`config.mk`:
```
export PLATFORM = sky130hd
export DESIGN_NAME = dcs_load_sched
export DESIGN_NICKNAME = d
export VERILOG_FILES = /design/src/rtl/dcs_load_sched.sv
export SDC_FILE = /design/constraint.sdc
export NUM_CORES = 1
export LEC_CHECK = 0
export BUFFER_PORTS_ARGS = -buffer_cell sky130_fd_sc_hd__buf_2
export CAP_MARGIN = 0
export CELL_PAD_IN_SITES_DETAIL_PLACEMENT = 0
export CELL_PAD_IN_SITES_GLOBAL_PLACEMENT = 1
export CORE_MARGIN = 3
export CORE_UTILIZATION = 35
export DETAILED_ROUTE_END_ITERATION = 16
export GPL_ROUTABILITY_DRIVEN = 1
export PLACE_DENSITY_LB_ADDON = 0.1
export SYNTH_ARGS = -nofsm -noshare
export SYNTH_HDL_FRONTEND = slang
export SYNTH_SLANG_ARGS = --single-unit
```
`constraint.sdc`:
```
create_clock -name clk -period 1.58 [get_ports clk]
set_clock_uncertainty 0.15 [all_clocks]
set_input_delay 0.316 -clock clk [delete_from_list [all_inputs] [get_ports clk]]
set_output_delay 0.316 -clock clk [all_outputs]
set_load 0.1 [all_outputs]
```
`src/rtl/dcs_load_sched.sv`:
```
// Job sequencer for the DCSformer core: streams weights (with backpressure),
// then inputs, then counts result strobes before pulsing done.
module dcs_load_sched #(
  parameter int W_LEN = 64,
  parameter int I_LEN = 64,
  parameter int O_LEN = 16
) (
  input  logic        clk,
  input  logic        rst,
  input  logic        start,
  output logic        busy,
  output logic        done,
  output logic        err,
  input  logic        ws_valid,
  input  logic [7:0]  ws_data,
  output logic        ws_ready,
  input  logic        is_valid,
  input  logic [7:0]  is_data,
  output logic        is_ready,
  output logic        w_valid,
  output logic [7:0]  w_data,
  input  logic        w_ready,
  output logic        i_valid,
  output logic [7:0]  i_data,
  input  logic        o_valid,
  output logic [15:0] o_cnt
);

  localparam int WW = $clog2(W_LEN + 1);
  localparam int IW = $clog2(I_LEN + 1);
  localparam int OW = $clog2(O_LEN + 1);
  localparam logic [WW-1:0] W_MAX = WW'(W_LEN);
  localparam logic [IW-1:0] I_MAX = IW'(I_LEN);
  localparam logic [OW-1:0] O_MAX = OW'(O_LEN);

  typedef enum logic [2:0] {
    S_IDLE   = 3'd0,
    S_LOAD_W = 3'd1,
    S_LOAD_I = 3'd2,
    S_WAIT_O = 3'd3,
    S_DONE   = 3'd4
  } state_t;

  state_t        state_q, state_d;
  logic [WW-1:0] wcnt_in_q, wcnt_in_d, wcnt_out_q, wcnt_out_d;
  logic [IW-1:0] icnt_q, icnt_d;
  logic [OW-1:0] ocnt_q, ocnt_d;
  logic          err_q, err_d, busy_q, busy_d, done_q, done_d;
  logic          w_valid_q, w_valid_d, i_valid_q, i_valid_d;
  logic [7:0]    w_data_q, w_data_d, i_data_q, i_data_d;
  logic          w_load, w_drain;

  // Next-state, counters, one-entry weight register and handshake readies.
  always_comb begin
    state_d    = state_q;
    wcnt_in_d  = wcnt_in_q;
    wcnt_out_d = wcnt_out_q;
    icnt_d     = icnt_q;
    ocnt_d     = ocnt_q;
    err_d      = err_q;
    w_valid_d  = w_valid_q;
    w_data_d   = w_data_q;
    i_valid_d  = 1'b0;
    i_data_d   = i_data_q;
    ws_ready   = 1'b0;
    is_ready   = 1'b0;
    w_load     = 1'b0;
    w_drain    = 1'b0;
    case (state_q)
      S_IDLE: begin
        if (start) begin
          state_d    = S_LOAD_W;
          wcnt_in_d  = '0;
          wcnt_out_d = '0;
          icnt_d     = '0;
          ocnt_d     = '0;
          err_d      = 1'b0;
        end else begin
          state_d = S_IDLE;
        end
      end
      S_LOAD_W: begin
        ws_ready = (wcnt_in_q < W_MAX) && (!w_valid_q || w_ready);
        w_load   = ws_valid && ws_ready;
        w_drain  = w_valid_q && w_ready;
        // A load wins over a drain so the register refills without a bubble.
        if (w_load) begin
          w_valid_d = 1'b1;
          w_data_d  = ws_data;
          wcnt_in_d = wcnt_in_q + WW'(1);
        end else if (w_drain) begin
          w_valid_d = 1'b0;
        end else begin
          w_valid_d = w_valid_q;
        end
        if (w_drain) begin
          wcnt_out_d = wcnt_out_q + WW'(1);
          if (wcnt_out_q == W_MAX - WW'(1)) begin
            state_d = S_LOAD_I;
          end else begin
            state_d = S_LOAD_W;
          end
        end else begin
          wcnt_out_d = wcnt_out_q;
        end
      end
      S_LOAD_I: begin
        is_ready = (icnt_q < I_MAX);
        if (is_valid && is_ready) begin
          i_valid_d = 1'b1;
          i_data_d  = is_data;
          icnt_d    = icnt_q + IW'(1);
          if (icnt_q == I_MAX - IW'(1)) begin
            state_d = S_WAIT_O;
          end else begin
            state_d = S_LOAD_I;
          end
        end else begin
          i_valid_d = 1'b0;
        end
      end
      S_WAIT_O: begin
        if (o_valid) begin
          ocnt_d = ocnt_q + OW'(1);
          if (ocnt_q == O_MAX - OW'(1)) begin
            state_d = S_DONE;
          end else begin
            state_d = S_WAIT_O;
          end
        end else begin
          ocnt_d = ocnt_q;
        end
      end
      S_DONE: begin
        state_d = S_IDLE;
      end
      default: begin
        state_d = S_IDLE;
      end
    endcase
    // A result strobe outside the result window is flagged, never counted.
    if (o_valid && (state_q != S_WAIT_O)) begin
      err_d = 1'b1;
    end else begin
      err_d = err_d;
    end
    busy_d = (state_d != S_IDLE);
    done_d = (state_d == S_DONE);
  end

  // State and output registers with synchronous reset.
  always_ff @(posedge clk) begin
    if (rst) begin
      state_q    <= S_IDLE;
      wcnt_in_q  <= '0;
      wcnt_out_q <= '0;
      icnt_q     <= '0;
      ocnt_q     <= '0;
      err_q      <= 1'b0;
      busy_q     <= 1'b0;
      done_q     <= 1'b0;
      w_valid_q  <= 1'b0;
      w_data_q   <= 8'h00;
      i_valid_q  <= 1'b0;
      i_data_q   <= 8'h00;
    end else begin
      state_q    <= state_d;
      wcnt_in_q  <= wcnt_in_d;
      wcnt_out_q <= wcnt_out_d;
      icnt_q     <= icnt_d;
      ocnt_q     <= ocnt_d;
      err_q      <= err_d;
      busy_q     <= busy_d;
      done_q     <= done_d;
      w_valid_q  <= w_valid_d;
      w_data_q   <= w_data_d;
      i_valid_q  <= i_valid_d;
      i_data_q   <= i_data_d;
    end
  end

  assign busy    = busy_q;
  assign done    = done_q;
  assign err     = err_q;
  assign w_valid = w_valid_q;
  assign w_data  = w_data_q;
  assign i_valid = i_valid_q;
  assign i_data  = i_data_q;
  assign o_cnt   = 16'(ocnt_q);

endmodule

```
======== Yosys cells after proc, flatten, opt, wreduce, memory -nomap -nowiden ========
Cells that the tools add are included.
word-level totals
  logic and storage cells ................. 82
  bits of input ports ..................... 23
  output and inout port bits .............. 39
  flip-flop bits (word level) ............. 50
operators by class
  multiplexer cells ....................... 26
  reduce and logical (&&, ||, !) cells .... 24
  eq/ne operators ......................... 13
  order comparisons ....................... 2
  bitwise logic cells ..................... 1
  add/sub/neg operators ................... 4
operator list
  operator                                                count
  case mux 7 bit (2 select lines)                         3
  two-way mux 7 bit                                       4
  adder 7 x 1 -> 7 bit (second input constant)            3
  == test 7 x 6 -> 1 bit (second input constant)          2
  less-than comparator 7 bit (second input constant)      2
  two-way mux 3 bit                                       4
  case mux 3 bit (4 select lines)                         1
  AND reduction 3 bit                                     4
  nonzero test 2 bit                                      6
  two-way mux 1 bit                                       10
  two-way mux 5 bit                                       2
  inequality test 2 bit (second input constant)           5
  case mux 5 bit (2 select lines)                         1
  AND reduction 2 bit                                     4
  == test 3 x 2 -> 1 bit (second input constant)          2
  adder 5 x 1 -> 5 bit (second input constant)            1
  == test 5 x 4 -> 1 bit (second input constant)          1
  logical AND 1 bit                                       5
  == test 3 x 1 -> 1 bit (second input constant)          1
  == test 3 bit (second input constant)                   1
  zero test 3 bit                                         1
  inequality test 3 x 2 -> 1 bit (second input constant)  1
  nonzero test 3 bit                                      1
  two-way mux 2 bit                                       1
  4 further kinds                                         4

======== Logic depth before layout (Yosys ltp) ========
  depth after elaboration ................. 6
  depth in mapped cells ................... 7
  mapped depth without buffers ............ 7

======== Least setup slack after synthesis ========
No wires, ideal clock.
  path kind ............................... reg2reg
  start ................................... register state_q[0]
  end ..................................... register busy_q (netlist: busy)
  cell stages (with the launch flop) ...... 6
  setup time .............................. 74 ps
  clock period less this slack ............ 2,567 ps
  arrival ................................. 2,342 ps
  required time ........................... 1,356 ps
  path buffers ............................ 1
  slack ................................... -987 ps
  path through ............................ dfxtp_1 -> buf_4 -> nor4b_4 -> nand2_4 -> o22a_1 -> a31oi_1
on the way
  cells in the longest elaborated chain, start to end .. 3
  elaborated cells between the ends (all ways) .. 9
  those cells by class .................... 3 x eq/ne; 4 x mux; 2 x reduce/logical
ends and longest elaborated chain
  item                                            RTL line  RTL
  from (decl)                                     44        state_t state_q, state_d;
  from (signal assigned)                          167       state_q <= state_d;
  == test 3 x 2 -> 1 bit (tied with other cells)  69        case (state_q)
  case mux 3 bit (4 select lines) (*)             69
  nonzero test 3 bit (*)                          147       busy_d = (state_d != S_IDLE);
  to (signal assigned)                            173       busy_q <= busy_d;
  to (decl)                                       48        logic err_q, err_d, busy_q, busy_d, done_q, done_d;
Every way passes the cells marked *; elsewhere a longest branch is shown, timed or not.
A chain may end at the register's enable or synchronous reset.

======== Worst setup path after layout ========
  start ................................... register state_q[2]
  end ..................................... output port ws_ready
on the way
  cells in the longest elaborated chain, start to end .. 2
ends and longest elaborated chain
  item                    RTL line  RTL
  == test 3 x 1 -> 1 bit  69
  two-way mux 1 bit       69
  to (decl)               16        output logic ws_ready,
No other way between the ends.

==> flow_summary_export.csv <==
group,metric,value,unit
final_layout,final_cell_count_no_fill,406,
clock_network,numClockSinks,50,
placement,place_ws,-0.246,ns
setup_path,slowest_stage,"dfxtp_2",
clock_network,clkTransAtPathRegs,0.10,ns
die,die_area,0.00748,mm^2
synthesis,yosysWarnings,0,
worst_hold_path,hold_depth,3,
placement,place_congestion,0.771,
setup_path,regToRegStartpoint,"state_q[0]",
timing,fin_crit,1.87,ns
synthesis,synth_edf_count,0,
route,drc,0,
timing,finalSetupViolCount,10,
setup_path,crit_path_end_kind,"output pin",
final_layout,fillCellCount,584,
route,vias,1948,
global_routing,grt-ovfl-total,0,
power_and_ir_drop,power,2.71,mW
clock_network,numCtsBuffers,5,
die,die_w,86.5,um
route,detail_route.first_pass.iterations,4,
die,placementRows,28,
timing,hold_ws,0.0851,ns
global_routing,grt_antenna_before_repair,0,
run_status,violations,"negative setup slack",
setup_path,critical-path-top-delay-family,"simple AND/OR/NAND/NOR gates",
placement,portBuffers,50,
route,drt-initial-drc-count,57,
run,maxCapViolations,0,
global_routing,grt_max_degree,28,
synthesis,synth_common_cells,"50 x dfxtp_1, 29 x nor2_1, 19 x a21oi_1, 18 x nand2_1, 16 x nand3_1",
power_and_ir_drop,clkPwrFrac,33.2,%
synthesis,syn_avg_cell_area,9.04,um^2
power_and_ir_drop,peakVddDrop,0.503,mV
setup_path,crit_type,"register to output pin",
placement,dp_hpwl,3660,um
setup_path,r2r_slack,-0.22,ns
clock_network,cts_tree,"yes",
timing,finalCritPeriodShare,118,%
global_routing,grt_pass1_wl,8450,um
setup_path,path_buf_inv,2,
synthesis,synth_cells,251,
synthesis,post-synth-top-area-fraction,44.1,%
timing,rsz0062_at_grt,"yes",
synthesis,syn_area,0.00227,mm^2
power_and_ir_drop,seq_power_share,47.7,%
setup_path,crit_chain,"nor4b_4, buf_4, and2_4, buf_12",
final_layout,fin_nets,358,
worst_hold_path,hold_path_class,"input pin to register",
synthesis,synth-seq-cells,50,
synthesis,synth.area.top_cells,"dfxtp_1 44%, mux2i_1 4.9%, nor2_1 4.8%",
clock_network,cts_max_path_buffers,2,
power_and_ir_drop,switching_power,0.817,mW
setup_path,cp-start-kind,"register",
power_and_ir_drop,swShare,30.1,%
worst_hold_path,holdPathEnd,"w_data[1]",
timing,setup_ws,-0.292,ns
power_and_ir_drop,p_leak,1.36,nW
setup_path,rr_worst_depth,6,
run_status,status,"finished, violations left",
setup_path,critPathMaxFanout,4,
die,core_area,0.00610,mm^2
final_layout,multi_input_area,0.00128,mm^2
route,drt-vias-per-instance,4.80,
die,die_h,86.5,um
placement,dp_cells,390,
final_layout,drive_above_1_share,40.5,%
route,detail-route-antenna-nets,0,
final_layout,stdcell_area,0.00320,mm^2
placement,dpl_cell_area,0.00280,mm^2
final_layout,seqCellArea,0.00103,mm^2
timing,hold_viol,0,
synthesis,synth_cell_types,48,
power_and_ir_drop,power_frac_comb,19.0,%
final_layout,antenna_cells,0,
synthesis,dominantRegCellSynth,"dfxtp_1",
final_layout,area_delta_synth_final,41.1,%
route,wl_per_cell,12.9,um
clock_network,root_buffer,"clkbuf_8",
worst_hold_path,hp-start,"ws_data[1]",
synthesis,yosysSeqAreaShare,44.1,%
clock_network,worst_skew_pair.late_latency,0.30,ns
clock_network,cts_max_level,2,
timing,fin_tns_setup,-1.53,ns
setup_path,worstPathRequired,1.11,ns
global_routing,grt_usage,14.3,%
setup_path,crit_path_max_incr_delay,0.36,ns
synthesis,yosysMostFrequentCell,"dfxtp_1",
die,ioPinCount,62,
synthesis,ys_async_sr_fraction,0,%
die,start_util,37.2,%
route,wirelength,5250,um
final_layout,final_util,52.5,%
power_and_ir_drop,p_per_area,846,mW/mm^2
setup_path,rr_endpoint,"wcnt_in_q[3]",
timing,report.final.slew_viol_count,0,
power_and_ir_drop,internal_power,1.89,mW
global_routing,grt_pass1_vias,1827,
timing,fmax,534,MHz
synthesis,synth_top_area_cell,"dfxtp_1",
setup_path,critPathArrivalTime,1.41,ns
state kept, by name, indices dropped and copies added (netlist names):
| name | count |
|---|---|
| i_data | 8 |
| w_data | 8 |
| icnt_q | 7 |
| wcnt_in_q | 7 |
| wcnt_out_q | 7 |
| ocnt_q | 5 |
| state_q | 3 |
| busy | 1 |
| done | 1 |
| err | 1 |
| i_valid | 1 |
| w_valid | 1 |
worst min-delay path: stages:
cell and delay, ns:
buf_2 0.07, mux2i_1 0.05, nor2_1 0.07
how the worst max path moves through the flow:
stage / startpoint / to / slack (ns) / depth (start not counted)
2_1_floorplan: state_q[2] / busy / -0.98 / 5
6_report: state_q[2] / ws_ready / -0.29 / 4
5_1_grt: state_q[0] / wcnt_in_q[4] / -0.37 / 6
3_5_place_dp: start / wcnt_in_q[3] / -0.25 / 6
3_3_place_gp: start / wcnt_in_q[4] / -0.14 / 6
4_1_cts: wcnt_in_q[6] / ws_ready / -0.31 / 4
cells by family (layout without fill, tap and decap cells):
family | count (synthesis) | in the layout | share of synthesized area, %
muxes | 11 | 11 | 4.85
xor gates and xnor gates | 13 | 13 | 5.02
DFF | 50 | 50 | 44.1
AOI/OAI and AO/OA | 46 | 46 | 12.8
buffers and inverters | 30 | 100 | 7.89
adders and majority gates | 5 | 5 | 2.76
other | 1 | 11 | 0.165
and+or+nand+nor | 95 | 95 | 22.4
power groups by stage:
stage / registers, mW / clock network [mW] / logic [mW]
final: 1.29 / 0.901 / 0.515
after detailed placement: 1.33 / 0 / 0.473
after global routing: 1.30 / 0.994 / 0.546
after floorplan: 1.43 / 0 / 0.275
after global placement: 1.33 / 0 / 0.473
after CTS: 1.29 / 0.943 / 0.495
area by class of cell:
class | count | share of cell area [%]
multi-input cells | 181 | 40.1
clock buffers | 5 | 2.15
well taps | 75 | 2.93
flip-flops and latches | 50 | 32.0
inverters | 5 | 0.586
repair buffers | 87 | 20.9
clock inverters | 3 | 1.25
layout by cell type (no fill, tap or decap), types with 6 or more instances in the layout:
cell      count
mux2i_1      11
buf_6        10
dfxtp_1      40
xor2_1        7
clkbuf_4     11
conb_1       11
nor2_1       28
buf_4        28
o21ai_0       6
xnor2_1       6
buf_2        33
nand3_1      15
nand2_1      16
a21oi_1      14
layer usage:
metal / routed length [um] / up-vias / GRT usage [%]
met3: 226 / 5 / 3.33
met5: 0 / - / 0
li1: - / 1007 / -
met4: 51 / 0 / 5.38
met2: 2480 / 41 / 23.6
met1: 2490 / 895 / 18.0
timing repair:
item,in CTS,in global routing
hold buffers,0,0
endpoints found under the setup margin,21,54
resized for setup,27,33
pin swaps,8,18
buffers inserted,4,5
endpoints found under the hold margin,0,0
No activity file was read; power rests on OpenSTA's default activity.
